`config.mk`:
```
export PLATFORM = sky130hd
export DESIGN_NAME = matmul_seq_ctrl_flat
export DESIGN_NICKNAME = d
export VERILOG_FILES = /design/src/rtl/matmul_seq_ctrl_if.sv /design/src/rtl/matmul_seq_ctrl.sv /design/src/flat_wrapper.sv
export SDC_FILE = /design/constraint.sdc
export NUM_CORES = 1
export LEC_CHECK = 0
export ABC_CLOCK_PERIOD_IN_PS = 15100
export CORE_UTILIZATION = 45
export CTS_CLUSTER_SIZE = 40
export DETAILED_ROUTE_END_ITERATION = 7
export PLACE_DENSITY = 0.72
export SKIP_CTS_REPAIR_TIMING = 1
export SLEW_MARGIN = 15
export SYNTH_ARGS = -nofsm -noshare
export SYNTH_HDL_FRONTEND = slang
export SYNTH_SLANG_ARGS = --single-unit
```
`constraint.sdc`:
```
create_clock -name clk -period 15.1 [get_ports clk]
set_input_delay 4.53 -clock clk [delete_from_list [all_inputs] [get_ports clk]]
set_output_delay 4.53 -clock clk [all_outputs]
set_load 0.02 [all_outputs]
```
`src/rtl/matmul_seq_ctrl_if.sv`:
```
// -----------------------------------------------------------------------------
// matmul_seq_ctrl_if
//   Operand/result handshake bundle for the sequential matrix multiplier.
//   Matrices are row-major, element [0][0] in the MSBs:
//     M[r][c] = M[(N*N-1-(r*N+c))*DW +: DW]
//
//   Signals
//     in_valid   source -> block   A/B operands valid
//     in_ready   block  -> source  block can accept operands
//     A, B       source -> block   operand matrices (N*N*DW)
//     out_valid  block  -> sink    Result valid and held
//     out_ready  sink   -> block   sink accepts Result
//     Result     block  -> sink    product matrix (N*N*DW)
//     busy       block  -> any     job in progress (MAC or DONE)
//
//   Modports
//     master : operand source / result sink side
//     slave  : the multiplier
// -----------------------------------------------------------------------------
interface matmul_seq_ctrl_if #(
    parameter int N  = 3,
    parameter int DW = 8
);
    logic                in_valid;
    logic                in_ready;
    logic [N*N*DW-1:0]   A;
    logic [N*N*DW-1:0]   B;
    logic                out_valid;
    logic                out_ready;
    logic [N*N*DW-1:0]   Result;
    logic                busy;

    modport master (
        output in_valid, A, B, out_ready,
        input  in_ready, out_valid, Result, busy
    );

    modport slave (
        input  in_valid, A, B, out_ready,
        output in_ready, out_valid, Result, busy
    );
endinterface

```
`src/rtl/matmul_seq_ctrl.sv`:
```
// -----------------------------------------------------------------------------
// matmul_seq_ctrl
//   Sequential N x N unsigned matrix multiplier, Result = A x B, using a
//   single shared DW x DW multiply-accumulate unit. The FSM walks i/j/k and
//   performs one MAC per clock, so a job takes N*N*N cycles from the
//   accepting edge to out_valid.
//
//   Ports
//     clk   in   single clock, rising edge
//     rst   in   asynchronous, active-high reset (aborts any running job)
//     bus   slave modport of matmul_seq_ctrl_if
//             in_valid/in_ready  operand handshake (ready only in IDLE)
//             A, B               operand matrices, latched on accept
//             out_valid/out_ready result handshake, Result held until taken
//             Result             product matrix, elements written as produced
//             busy               high in MAC and DONE
//
//   Configuration macro
//     MATMUL_SAT_EN  defined   : each element saturates to 2^DW-1
//                    undefined : each element is the sum modulo 2^DW
// -----------------------------------------------------------------------------
module matmul_seq_ctrl #(
    parameter int N  = 3,
    parameter int DW = 8
) (
    input  logic            clk,
    input  logic            rst,
    matmul_seq_ctrl_if.slave bus
);

    localparam int NN = N * N;
    localparam int MW = NN * DW;
    localparam int IW = (N > 1) ? $clog2(N) : 1;
    // Full product plus log2(N) guard bits: one element's sum never overflows.
    localparam int AW = 2 * DW + IW;
    localparam logic [IW-1:0] LAST = IW'(N - 1);

    typedef enum logic [1:0] {
        S_IDLE = 2'd0,
        S_MAC  = 2'd1,
        S_DONE = 2'd2
    } state_t;

    state_t          r_state;
    logic [IW-1:0]   r_i;
    logic [IW-1:0]   r_j;
    logic [IW-1:0]   r_k;
    logic [AW-1:0]   r_acc;
    logic [MW-1:0]   r_a;
    logic [MW-1:0]   r_b;
    logic [MW-1:0]   r_result;
    logic            r_in_ready;
    logic            r_out_valid;
    logic            r_busy;

    logic            w_accept;
    logic [DW-1:0]   w_a_elem;
    logic [DW-1:0]   w_b_elem;
    logic [2*DW-1:0] w_prod;
    logic [AW-1:0]   w_acc_next;
    logic [DW-1:0]   w_res_elem;

    // Flat bit offset of element [r][c] in the row-major, MSB-first packing.
    function automatic int elem_pos(input logic [IW-1:0] r, input logic [IW-1:0] c);
        return (NN - 1 - (int'(r) * N + int'(c))) * DW;
    endfunction

    function automatic logic [DW-1:0] elem(input logic [MW-1:0] m,
                                           input logic [IW-1:0] r,
                                           input logic [IW-1:0] c);
        return m[elem_pos(r, c) +: DW];
    endfunction

`ifdef MATMUL_SAT_EN
    // Any bit set above the element width means the sum exceeds 2^DW-1.
    function automatic logic [DW-1:0] reduce_elem(input logic [AW-1:0] acc);
        return (|acc[AW-1:DW]) ? {DW{1'b1}} : acc[DW-1:0];
    endfunction
`else
    function automatic logic [DW-1:0] reduce_elem(input logic [AW-1:0] acc);
        return acc[DW-1:0];
    endfunction
`endif

    assign w_accept   = bus.in_valid && r_in_ready && (r_state == S_IDLE);

    assign w_a_elem   = elem(r_a, r_i, r_k);
    assign w_b_elem   = elem(r_b, r_k, r_j);
    assign w_prod     = {{DW{1'b0}}, w_a_elem} * {{DW{1'b0}}, w_b_elem};
    assign w_acc_next = r_acc + {{IW{1'b0}}, w_prod};
    assign w_res_elem = reduce_elem(w_acc_next);

    assign bus.in_ready  = r_in_ready;
    assign bus.out_valid = r_out_valid;
    assign bus.Result    = r_result;
    assign bus.busy      = r_busy;

    // Operand capture: data only, no reset needed. Later changes on A/B are
    // invisible to a running job.
    always_ff @(posedge clk) begin
        if (w_accept) begin
            r_a <= bus.A;
            r_b <= bus.B;
        end
    end

    always_ff @(posedge clk or posedge rst) begin
        if (rst) begin
            r_state     <= S_IDLE;
            r_i         <= '0;
            r_j         <= '0;
            r_k         <= '0;
            r_acc       <= '0;
            r_result    <= '0;
            r_in_ready  <= 1'b0;
            r_out_valid <= 1'b0;
            r_busy      <= 1'b0;
        end else begin
            case (r_state)
                S_IDLE: begin
                    // Comes up one cycle after reset release.
                    r_in_ready <= 1'b1;
                    if (w_accept) begin
                        r_i        <= '0;
                        r_j        <= '0;
                        r_k        <= '0;
                        r_acc      <= '0;
                        r_in_ready <= 1'b0;
                        r_busy     <= 1'b1;
                        r_state    <= S_MAC;
                    end
                end

                S_MAC: begin
                    if (r_k != LAST) begin
                        r_k   <= r_k + IW'(1);
                        r_acc <= w_acc_next;
                    end else begin
                        // Element complete: store it and move to the next (i, j).
                        r_result[elem_pos(r_i, r_j) +: DW] <= w_res_elem;
                        r_acc <= '0;
                        r_k   <= '0;
                        if (r_j != LAST) begin
                            r_j <= r_j + IW'(1);
                        end else begin
                            r_j <= '0;
                            if (r_i != LAST) begin
                                r_i <= r_i + IW'(1);
                            end else begin
                                r_out_valid <= 1'b1;
                                r_state     <= S_DONE;
                            end
                        end
                    end
                end

                S_DONE: begin
                    if (bus.out_ready) begin
                        r_out_valid <= 1'b0;
                        r_busy      <= 1'b0;
                        r_in_ready  <= 1'b1;
                        r_state     <= S_IDLE;
                    end
                end

                default: begin
                    r_state <= S_IDLE;
                end
            endcase
        end
    end

endmodule
```
`src/flat_wrapper.sv`:
```
// flat-port wrapper written by rule: the top's interface ports become plain ports
module matmul_seq_ctrl_flat 
#(
    parameter int N  = 3,
    parameter int DW = 8
)
  (clk, rst, bus_in_valid, bus_A, bus_B, bus_out_ready, bus_in_ready, bus_out_valid, bus_Result, bus_busy);
  matmul_seq_ctrl_if #(.N(N), .DW(DW)) bus_i ();
  input  logic clk;
  input  logic rst;
  input wire logic [$bits(bus_i.in_valid)-1:0] bus_in_valid;
  input wire logic [$bits(bus_i.A)-1:0] bus_A;
  input wire logic [$bits(bus_i.B)-1:0] bus_B;
  input wire logic [$bits(bus_i.out_ready)-1:0] bus_out_ready;
  output wire logic [$bits(bus_i.in_ready)-1:0] bus_in_ready;
  output wire logic [$bits(bus_i.out_valid)-1:0] bus_out_valid;
  output wire logic [$bits(bus_i.Result)-1:0] bus_Result;
  output wire logic [$bits(bus_i.busy)-1:0] bus_busy;
  assign bus_i.in_valid = bus_in_valid;
  assign bus_i.A = bus_A;
  assign bus_i.B = bus_B;
  assign bus_i.out_ready = bus_out_ready;
  assign bus_in_ready = bus_i.in_ready;
  assign bus_out_valid = bus_i.out_valid;
  assign bus_Result = bus_i.Result;
  assign bus_busy = bus_i.busy;
  matmul_seq_ctrl #(.N(N), .DW(DW)) u_core (.clk(clk), .rst(rst), .bus(bus_i));
endmodule
```
==> results of run 1 <==
-- per-stage QoR --
stage               area, µm²  util (%)  std cells
detailed placement      13400      56.8       1302
floorplan               10900         -        779
global placement        13400      56.8       1302
CTS                     14200      60.2       1345
finish                  14200      60.2       1345
global route            14200      60.2       1345
-- cells in the mapped netlist (4+ instances only) --
cell                       count  area (µm²)
sky130_fd_sc_hd__edfxtp_1    144        4320
sky130_fd_sc_hd__nand2_1     102         383
sky130_fd_sc_hd__dfrtp_1      91        2280
sky130_fd_sc_hd__inv_1        60         225
sky130_fd_sc_hd__mux2_2       45         507
sky130_fd_sc_hd__ha_1         40         500
sky130_fd_sc_hd__nor2_1       39         146
sky130_fd_sc_hd__o21ai_0      39         195
sky130_fd_sc_hd__fa_1         21         420
sky130_fd_sc_hd__mux4_2       13         293
sky130_fd_sc_hd__nand2b_1     13        81.3
sky130_fd_sc_hd__xnor2_1      11        96.3
sky130_fd_sc_hd__a21oi_1      10        50.1
sky130_fd_sc_hd__mux2i_1      10         100
sky130_fd_sc_hd__mux4_1       10         263
sky130_fd_sc_hd__a22o_1        9        78.8
sky130_fd_sc_hd__o31ai_1       9        67.6
sky130_fd_sc_hd__clkbuf_1      8        30.0
sky130_fd_sc_hd__nand3_1       7        35.0
sky130_fd_sc_hd__nor2b_1       7        43.8
sky130_fd_sc_hd__nor3_1        7        35.0
sky130_fd_sc_hd__buf_2         6        30.0
sky130_fd_sc_hd__o22ai_1       6        37.5
sky130_fd_sc_hd__a21o_1        5        37.5
sky130_fd_sc_hd__and2_1        5        31.3
sky130_fd_sc_hd__xor2_1        5        43.8
sky130_fd_sc_hd__or2_2         4        25.0
-- worst paths after layout --
path                                                        from                                 to  slack, ps  depth (start not counted)
worst max-delay path                   u_core.r_i[0]$_DFFE_PP0P_  u_core.bus.Result[23]$_DFFE_PP0P_       7190                         28
worst min-delay path            u_core.bus.Result[6]$_DFFE_PP0P_   u_core.bus.Result[6]$_DFFE_PP0P_        470                          2
worst max register to register         u_core.r_i[0]$_DFFE_PP0P_  u_core.bus.Result[23]$_DFFE_PP0P_       7190                         28
worst min register to register  u_core.bus.Result[6]$_DFFE_PP0P_   u_core.bus.Result[6]$_DFFE_PP0P_        470                          2
max in group asynchronous                                    rst  u_core.bus.Result[42]$_DFFE_PP0P_       9590                          3
min in group asynchronous                                    rst  u_core.bus.Result[48]$_DFFE_PP0P_       4290                          2
-- logic make-up (layout without fill, tap and decap cells) --
family | after synthesis | count (layout) | share of synthesized area, %
AO/OA/AOI/OAI | 99 | 99 | 5.98
multiplexers | 82 | 82 | 11.2
AND/OR/NAND/NOR | 200 | 200 | 8.51
flip-flops | 235 | 235 | 60.7
buffers and inverters | 83 | 330 | 3.32
XOR/XNOR | 19 | 19 | 1.85
adder cells (fa/ha/maj) | 61 | 61 | 8.46
-- metal layers --
| layer | part of all wire, % | vias to the layer above | global-route usage [%] |
|---|---|---|---|
| li1 | - | 3259 | - |
| met3 | 6.8 | 37 | 4.13 |
| met4 | 1.8 | 0 | 5.22 |
| met2 | 47 | 236 | 31.5 |
| met5 | 0 | - | 0 |
| met1 | 45 | 3268 | 25.3 |
-- state kept, by name, summed over array words and instances (netlist names) --
signal / count
u_core.bus.busy: 1
u_core.r_b: 72
u_core.r_i: 2
u_core.bus.in_ready: 1
u_core.r_k: 2
u_core.r_state: 2
u_core.r_acc: 8
u_core.bus.Result: 72
u_core.bus.out_valid: 1
u_core.r_j: 2
u_core.r_a: 72
-- cell usage in the layout, fill, tap and decap left out, types with 6 or more instances in the layout --
| master | instances |
|---|---|
| sky130_fd_sc_hd__nor2b_1 | 7 |
| sky130_fd_sc_hd__mux2i_1 | 10 |
| sky130_fd_sc_hd__dfrtp_1 | 91 |
| sky130_fd_sc_hd__a21oi_1 | 10 |
| sky130_fd_sc_hd__inv_1 | 59 |
| sky130_fd_sc_hd__o21ai_0 | 39 |
| sky130_fd_sc_hd__a22o_1 | 9 |
| sky130_fd_sc_hd__clkbuf_16 | 25 |
| sky130_fd_sc_hd__nor3_1 | 6 |
| sky130_fd_sc_hd__nand3_1 | 7 |
| sky130_fd_sc_hd__edfxtp_1 | 144 |
| sky130_fd_sc_hd__fa_1 | 21 |
| sky130_fd_sc_hd__mux2_2 | 45 |
| sky130_fd_sc_hd__o22ai_1 | 6 |
| sky130_fd_sc_hd__o31ai_1 | 9 |
| sky130_fd_sc_hd__xnor2_1 | 11 |
| sky130_fd_sc_hd__nor2_1 | 39 |
| sky130_fd_sc_hd__nand2_1 | 102 |
| sky130_fd_sc_hd__ha_1 | 40 |
| sky130_fd_sc_hd__mux4_1 | 10 |
| sky130_fd_sc_hd__clkdlybuf4s50_1 | 222 |
| sky130_fd_sc_hd__nand2b_1 | 13 |
| sky130_fd_sc_hd__mux4_2 | 13 |
-- worst min-delay path, delay by kind of cell, from the launching register on --
| kind | cells | cell delay (ps) |
|---|---|---|
| flip-flops | 1 | 340 |
| AND/OR/NAND/NOR | 2 | 100 |
-- layout make-up --
| cell class | count | area, µm² |
|---|---|---|
| timing repair buffer | 227 | 2260 |
| clock buffer | 30 | 644 |
| inverter | 60 | 226 |
| sequential | 235 | 6600 |
| clock inverter | 13 | 143 |
| tap | 319 | 399 |
| fill | 1858 | 9410 |
| multi-input combinational | 461 | 3930 |
==> flow_summary_export.csv, run 1 <==
group,metric,value,unit
status,status,"finished clean",
timing,final_hold_viol_count,0,
timing,maxSlewViolCount,0,
grt,grtUsageTotal,19.0,%
floorplanning,die_width,158,µm
synth,ys_warn_count,0,
critical_path,timing.critical_path.slowest_stage_cell,"sky130_fd_sc_hd__nor4bb_1",
detailed_routing,initialDrtViolationCount,364,
final_layout,final_nets,1218,
detailed_routing,routed_via_density,5.06,
clocking,cts_buffer_depth,3,
synth,post_synth_instance_area,10900,µm²
synth,number_of_synthesized_flops_with_an_enable_pin,144,
placed_design,place_worst_setup_slack,7170,ps
clocking,clockRootBuffer,"sky130_fd_sc_hd__clkbuf_16",
final_layout,layout-drive-gt1-share,11.3,%
detailed_routing,route.antenna.remaining_nets,0,
synth,synth_fp_nets,988,
clocking,clock_insertion_delay_worst_skew,510,ps
timing,post-route-period-util,52.4,%
synth,synth_cells,779,
grt,maximum_number_of_pins_on_one_net_before_global_route_repair,88,
detailed_routing,wl_per_cell,17.0,µm
critical_path,critical_path_class,"reg -> reg",
timing,tns,0,ps
timing,hold_ws,469,ps
placed_design,detailedPlacementHpwl,17100,µm
floorplanning,placementRows,56,
grt,grt_overflow_total,0,
timing,fmax,126,MHz
floorplanning,start_util,46.1,%
placed_design,gp_congestion,0.902,
critical_path,cp_num_buf_inv,7,
synth,async_set_reset_flop_share_out_of_synthesis,38.7,%
timing,report.final.setup_viol,0,
timing,post-route-min-period,7910,ps
detailed_routing,post-route-drc-count,0,
critical_path,peak_fanout_along_the_critical_path,14,
clocking,tritoncts,"done",
grt,grt_pass1_wl,36300,µm
timing,worst_slew_margin_rel,29.3,%
timing,timing_worst_slew_pin_value,1050,ps
critical_path,critPathMostFrequentCell,"sky130_fd_sc_hd__inv_1",
critical_path,timing.critical_path.required,15540,ps
grt,grt_antenna_before_repair,0,
synth,synth_area_per_cell,14.0,µm²
clocking,h-tree-depth,1,
run,max_cap_viol_count,0,
placed_design,port_buffers,222,
floorplanning,core-area,23600,µm²
synth,synth_flop_cell,"sky130_fd_sc_hd__edfxtp_1",
floorplanning,die_outline_area,24800,µm²
timing,skew,10.9,ps
critical_path,worst_setup_end_kind,"flop",
hold_path,min_path_type,"reg -> reg",
timing,rsz0062_at_grt,"no",
clocking,cts_buffers,24,
critical_path,slowest_delay,960,ps
detailed_routing,via_count,6800,
final_layout,diodes,0,
final_layout,syn2layout_area_growth,30.5,%
floorplanning,dieHeight,158,µm
detailed_routing,drt_pre_antenna_iters,5,
synth,synthDistinctLibCells,59,
critical_path,critical_path.top_delay_family,"adder cells",
detailed_routing,wirelength,22900,µm
synth,flop_and_latch_count_out_of_synthesis,235,
clocking,cts.sinks,235,
synth,seq_area_frac_synth,60.7,%
clocking,cts.reportedPaths.clkPinSlew,60,ps
grt,vias_in_the_first_global_route,7066,
floorplanning,design.portCount,223,
critical_path,critical_path.startpoint_type,"flop",
timing,timing.final.ws_setup,7190,ps
critical_path,critPathArrivalTime,8360,ps
Power of run 1 is not shown: default switching activity piles up to over one toggle a cycle in this logic, so the estimate is an artifact.
==> run 2: changes to the inputs <==
--- a/config.mk
+++ b/config.mk
@@ -5,7 +5,7 @@
 export SDC_FILE = /design/constraint.sdc
 export NUM_CORES = 1
 export LEC_CHECK = 0
-export ABC_CLOCK_PERIOD_IN_PS = 15100
+export ABC_CLOCK_PERIOD_IN_PS = 7600
 export CORE_UTILIZATION = 45
 export CTS_CLUSTER_SIZE = 40
 export DETAILED_ROUTE_END_ITERATION = 7
==> constraint.sdc (replaced) <==
create_clock -name clk -period 7.6 [get_ports clk]
set_input_delay 2.28 -clock clk [delete_from_list [all_inputs] [get_ports clk]]
set_output_delay 2.28 -clock clk [all_outputs]
set_load 0.02 [all_outputs]
==> flow_summary_export.csv, run 2 (synthesized netlist as in run 1, its figures left out) <==
group,metric,value,unit
status,status,"finished clean",
final_layout,final_cell_mix,"222 x sky130_fd_sc_hd__clkdlybuf4s50_1, 144 x sky130_fd_sc_hd__edfxtp_1, 102 x sky130_fd_sc_hd__nand2_1",
final_layout,layout-drive-gt1-share,12.9,%
timing,maxSlewViolCount,0,
final_layout,syn2layout_area_growth,31.6,%
clocking,cts.sinks,235,
detailed_routing,via_count,6814,
critical_path,peak_fanout_along_the_critical_path,10,
timing,timing_worst_slew_pin_value,995,ps
final_layout,n_fill_cell,1845,
timing,worst_slew_margin_rel,33.0,%
critical_path,timing.critical_path.required,7990,ps
placed_design,port_buffers,222,
grt,maximum_number_of_pins_on_one_net_before_global_route_repair,145,
floorplanning,core-area,23600,µm²
detailed_routing,routed_via_density,5.03,
floorplanning,placementRows,56,
critical_path,critical_path.startpoint_type,"flop",
detailed_routing,post-route-drc-count,0,
grt,grt_pass1_wl,37100,µm
clocking,h-tree-depth,1,
grt,grt_overflow_total,0,
clocking,tritoncts,"done",
clocking,clockRootBuffer,"sky130_fd_sc_hd__clkbuf_16",
final_layout,final_nets,1226,
placed_design,place_worst_setup_slack,247,ps
clocking,cts_buffer_depth,3,
run,max_cap_viol_count,0,
clocking,cts_buffers,25,
floorplanning,start_util,46.1,%
detailed_routing,initialDrtViolationCount,268,
clocking,clock_insertion_delay_worst_skew,520,ps
critical_path,worst_setup_end_kind,"flop",
detailed_routing,route.antenna.remaining_nets,0,
timing,report.final.setup_viol,0,
clocking,cts.reportedPaths.clkPinSlew,60,ps
critical_path,cp_num_buf_inv,8,
placed_design,detailedPlacementHpwl,17500,µm
timing,fmax,139,MHz
detailed_routing,drt_pre_antenna_iters,5,
timing,post-route-period-util,94.4,%
final_layout,diodes,0,
grt,grt_antenna_before_repair,0,
floorplanning,design.portCount,223,
floorplanning,die_outline_area,24800,µm²
critical_path,critPathArrivalTime,7570,ps
critical_path,critPathMostFrequentCell,"sky130_fd_sc_hd__inv_1",
grt,vias_in_the_first_global_route,6970,
final_layout,layout.cells.most_common,"sky130_fd_sc_hd__clkdlybuf4s50_1",
critical_path,critical_path.top_delay_family,"adder cells",
placed_design,gp_congestion,0.877,
timing,post-route-min-period,7180,ps
critical_path,timing.critical_path.slowest_stage_cell,"sky130_fd_sc_hd__fa_1",
floorplanning,die_width,158,µm
critical_path,critical_path_class,"reg -> reg",
timing,tns,0,ps
timing,timing.final.ws_setup,425,ps
detailed_routing,wirelength,23300,µm
timing,final_hold_viol_count,0,
timing,skew,11.8,ps
detailed_routing,wl_per_cell,17.2,µm
critical_path,slowest_delay,540,ps
hold_path,min_path_type,"reg -> reg",
grt,grtUsageTotal,19.5,%
floorplanning,dieHeight,158,µm
==> run 2: area by class of cell <==
class,count,area (µm²),share of cell area [%]
clock buffers,31,678,4.73
clock inverters,15,139,0.970
flip-flops and latches,235,6600,46.1
multi-input cells,461,3960,27.6
repair buffers,234,2320,16.2
well taps,319,399,2.79
inverters,60,226,1.58
==> run 2: worst register-to-register path, delay by kind of cell, from the launching register on <==
| kind | cells | cell delay, ps |
|---|---|---|
| AO/OA/AOI/OAI | 3 | 430 |
| XOR/XNOR | 4 | 830 |
| adder cells (fa/ha/maj) | 9 | 3340 |
| buffers and inverters | 8 | 610 |
| flip-flops | 1 | 390 |
| multiplexers | 1 | 300 |
| AND/OR/NAND/NOR | 5 | 1130 |
==> run 2: metal layers <==
layer / GRT usage, % / wire (µm) / vias up
met1: 26.5 / 10400 / 3269
met5: 0 / 0 / -
li1: - / - / 3271
met4: 3.47 / 295 / 0
met3: 3.99 / 1670 / 24
met2: 32.5 / 10900 / 250
==> run 2: per-stage QoR <==
stage | instance area, µm² | util (%) | hold WS (ps) | instances
CTS | 14300 | 60.6 | 469 | 1355
detailed placement | 13500 | 57.1 | 455 | 1309
finish | 14300 | 60.7 | 462 | 1355
global route | 14300 | 60.7 | 493 | 1355
global placement | 13500 | 57.1 | 451 | 1309
floorplan | 10900 | - | 473 | 779
==> run 2: final timing paths <==
kind / startpoint / endpoint / slack (ps) / cells after the start
min: u_core.bus.Result[4]$_DFFE_PP0P_ / u_core.bus.Result[4]$_DFFE_PP0P_ / 460 / 2
max reg2reg: u_core.r_i[0]$_DFFE_PP0P_ / u_core.bus.Result[23]$_DFFE_PP0P_ / 420 / 30
max: u_core.r_i[0]$_DFFE_PP0P_ / u_core.bus.Result[23]$_DFFE_PP0P_ / 420 / 30
max in group asynchronous: rst / u_core.bus.Result[6]$_DFFE_PP0P_ / 4310 / 3
min in group asynchronous: rst / u_core.bus.Result[32]$_DFFE_PP0P_ / 2160 / 2
min reg2reg: u_core.bus.Result[4]$_DFFE_PP0P_ / u_core.bus.Result[4]$_DFFE_PP0P_ / 460 / 2
Power of run 2 is left out for the same reason.
==> run 3: changes to the inputs <==
==> constraint.sdc (replaced) <==
create_clock -name clk -period 7.6 [get_ports clk]
set_input_delay 1.52 -clock clk [delete_from_list [all_inputs] [get_ports clk]]
set_output_delay 1.52 -clock clk [all_outputs]
set_load 0.02 [all_outputs]
==> flow_summary_export.csv, run 3 (synthesized netlist as in run 1, its figures left out) <==
group,metric,value,unit
detailed_routing,wl_per_cell,17.2,µm
floorplanning,core-area,23600,µm²
status,status,"finished clean",
detailed_routing,post-route-drc-count,0,
detailed_routing,wirelength,23400,µm
critical_path,worst-r2r-cell-count,30,
final_layout,n_fill_cell,1856,
timing,fmax,139,MHz
critical_path,cp_num_buf_inv,8,
timing,final_hold_viol_count,0,
final_layout,diodes,0,
grt,grtUsageTotal,19.5,%
timing,maxSlewViolCount,0,
grt,grt_pass1_wl,37200,µm
detailed_routing,route.met3.wl,1760,µm
placed_design,detailedPlacementHpwl,17700,µm
timing,hold_ws,466,ps
critical_path,worst_setup_end_kind,"flop",
critical_path,critPathArrivalTime,7620,ps
clocking,h-tree-depth,1,
detailed_routing,highest_layer,"met4",
floorplanning,start_util,46.1,%
grt,grt_overflow_total,0,
grt,vias_in_the_first_global_route,7001,
critical_path,timing.critical_path.required,8010,ps
grt,grt_antenna_before_repair,0,
hold_path,hold_path_depth,2,
critical_path,slowest_delay,550,ps
detailed_routing,initialDrtViolationCount,333,
clocking,clockRootBuffer,"sky130_fd_sc_hd__clkbuf_16",
critical_path,critical_path.startpoint_type,"flop",
critical_path,peak_fanout_along_the_critical_path,10,
placed_design,port_buffers,222,
timing,timing_worst_slew_pin_value,1070,ps
hold_path,min_path_type,"reg -> reg",
clocking,cts_buffer_depth,3,
clocking,cts_buffers,25,
run,max_cap_viol_count,0,
floorplanning,die_outline_area,24800,µm²
detailed_routing,drt_pre_antenna_iters,5,
critical_path,ff2ff_setup_slack,380,ps
clocking,cts.sinks,235,
detailed_routing,met1_length,10400,µm
critical_path,critical_path_class,"reg -> reg",
detailed_routing,wl_met2,10900,µm
timing,worst_slew_margin_rel,27.9,%
final_layout,layout.cells.most_common,"sky130_fd_sc_hd__clkdlybuf4s50_1",
final_layout,final_nets,1230,
clocking,tritoncts,"done",
critical_path,timing.critical_path.slowest_stage_cell,"sky130_fd_sc_hd__fa_1",
timing,post-route-min-period,7220,ps
placed_design,gp_congestion,0.884,
floorplanning,placementRows,56,
clocking,cts.reportedPaths.clkPinSlew,60,ps
detailed_routing,route.antenna.remaining_nets,0,
clocking,clock_insertion_delay_worst_skew,520,ps
critical_path,critPathMostFrequentCell,"sky130_fd_sc_hd__inv_1",
timing,report.final.setup_viol,0,
floorplanning,dieHeight,158,µm
final_layout,final_cell_mix,"222 x sky130_fd_sc_hd__clkdlybuf4s50_1, 144 x sky130_fd_sc_hd__edfxtp_1, 102 x sky130_fd_sc_hd__nand2_1",
floorplanning,die_width,158,µm
grt,maximum_number_of_pins_on_one_net_before_global_route_repair,80,
floorplanning,design.portCount,223,
timing,skew,13.5,ps
timing,post-route-period-util,94.9,%
final_layout,syn2layout_area_growth,31.5,%
placed_design,post-place-cells,1311,
detailed_routing,routed_via_density,5.06,
final_layout,layout-drive-gt1-share,13.0,%
critical_path,path_depth,30,
critical_path,critical_path.top_delay_family,"adder cells",
final_layout,final-instance-count-excl-fill,1359,
detailed_routing,via_count,6880,
==> run 3: layout make-up <==
cell class / count / area, µm² / share of cell area, %
inverter: 60 / 226 / 1.58
clock inverter: 8 / 55.1 / 0.385
clock buffer: 38 / 739 / 5.17
tap: 319 / 399 / 2.79
sequential: 235 / 6600 / 46.1
multi-input combinational: 461 / 3950 / 27.6
timing repair buffer: 238 / 2340 / 16.4
==> run 3: path summary, 6_finish.rpt <==
check / start / endpoint
min: u_core.bus.Result[5]$_DFFE_PP0P_ / u_core.bus.Result[5]$_DFFE_PP0P_
max: u_core.r_i[0]$_DFFE_PP0P_ / u_core.bus.Result[71]$_DFFE_PP0P_
min reg2reg: u_core.bus.Result[5]$_DFFE_PP0P_ / u_core.bus.Result[5]$_DFFE_PP0P_
max in group asynchronous: rst / u_core.bus.Result[4]$_DFFE_PP0P_
min in group asynchronous: rst / u_core.bus.Result[32]$_DFFE_PP0P_
max reg2reg: u_core.r_i[0]$_DFFE_PP0P_ / u_core.bus.Result[71]$_DFFE_PP0P_
==> run 3: worst register-to-register path, delay by kind of cell (launching register included) <==
kind / cells / cell delay, ps
xor+xnor: 4 / 820
flops: 1 / 400
simple gates: 5 / 1130
compound gates: 3 / 460
buf+inv: 8 / 630
mux: 1 / 300
fa+ha+maj: 9 / 3370
==> run 3: through the flow <==
step / util, % / instance area, µm² / setup slack [ps] / setup TNS, ps
2_1_floorplan: - / 10900 / 619 / 0
3_3_place_gp: 57.1 / 13500 / 508 / 0
3_5_place_dp: 57.1 / 13500 / 333 / 0
4_1_cts: 60.5 / 14300 / 290 / 0
5_1_grt: 60.6 / 14300 / -8.15 / -16.8
6_report: 60.6 / 14300 / 384 / 0
==> run 3: per-layer routing <==
| metal | vias up | GRT usage [%] |
|---|---|---|
| met5 | - | 0 |
| met4 | 0 | 4.67 |
| met3 | 29 | 4.52 |
| met2 | 266 | 32.1 |
| met1 | 3299 | 26.2 |
| li1 | 3286 | - |
Power of run 3 is left out for the same reason.
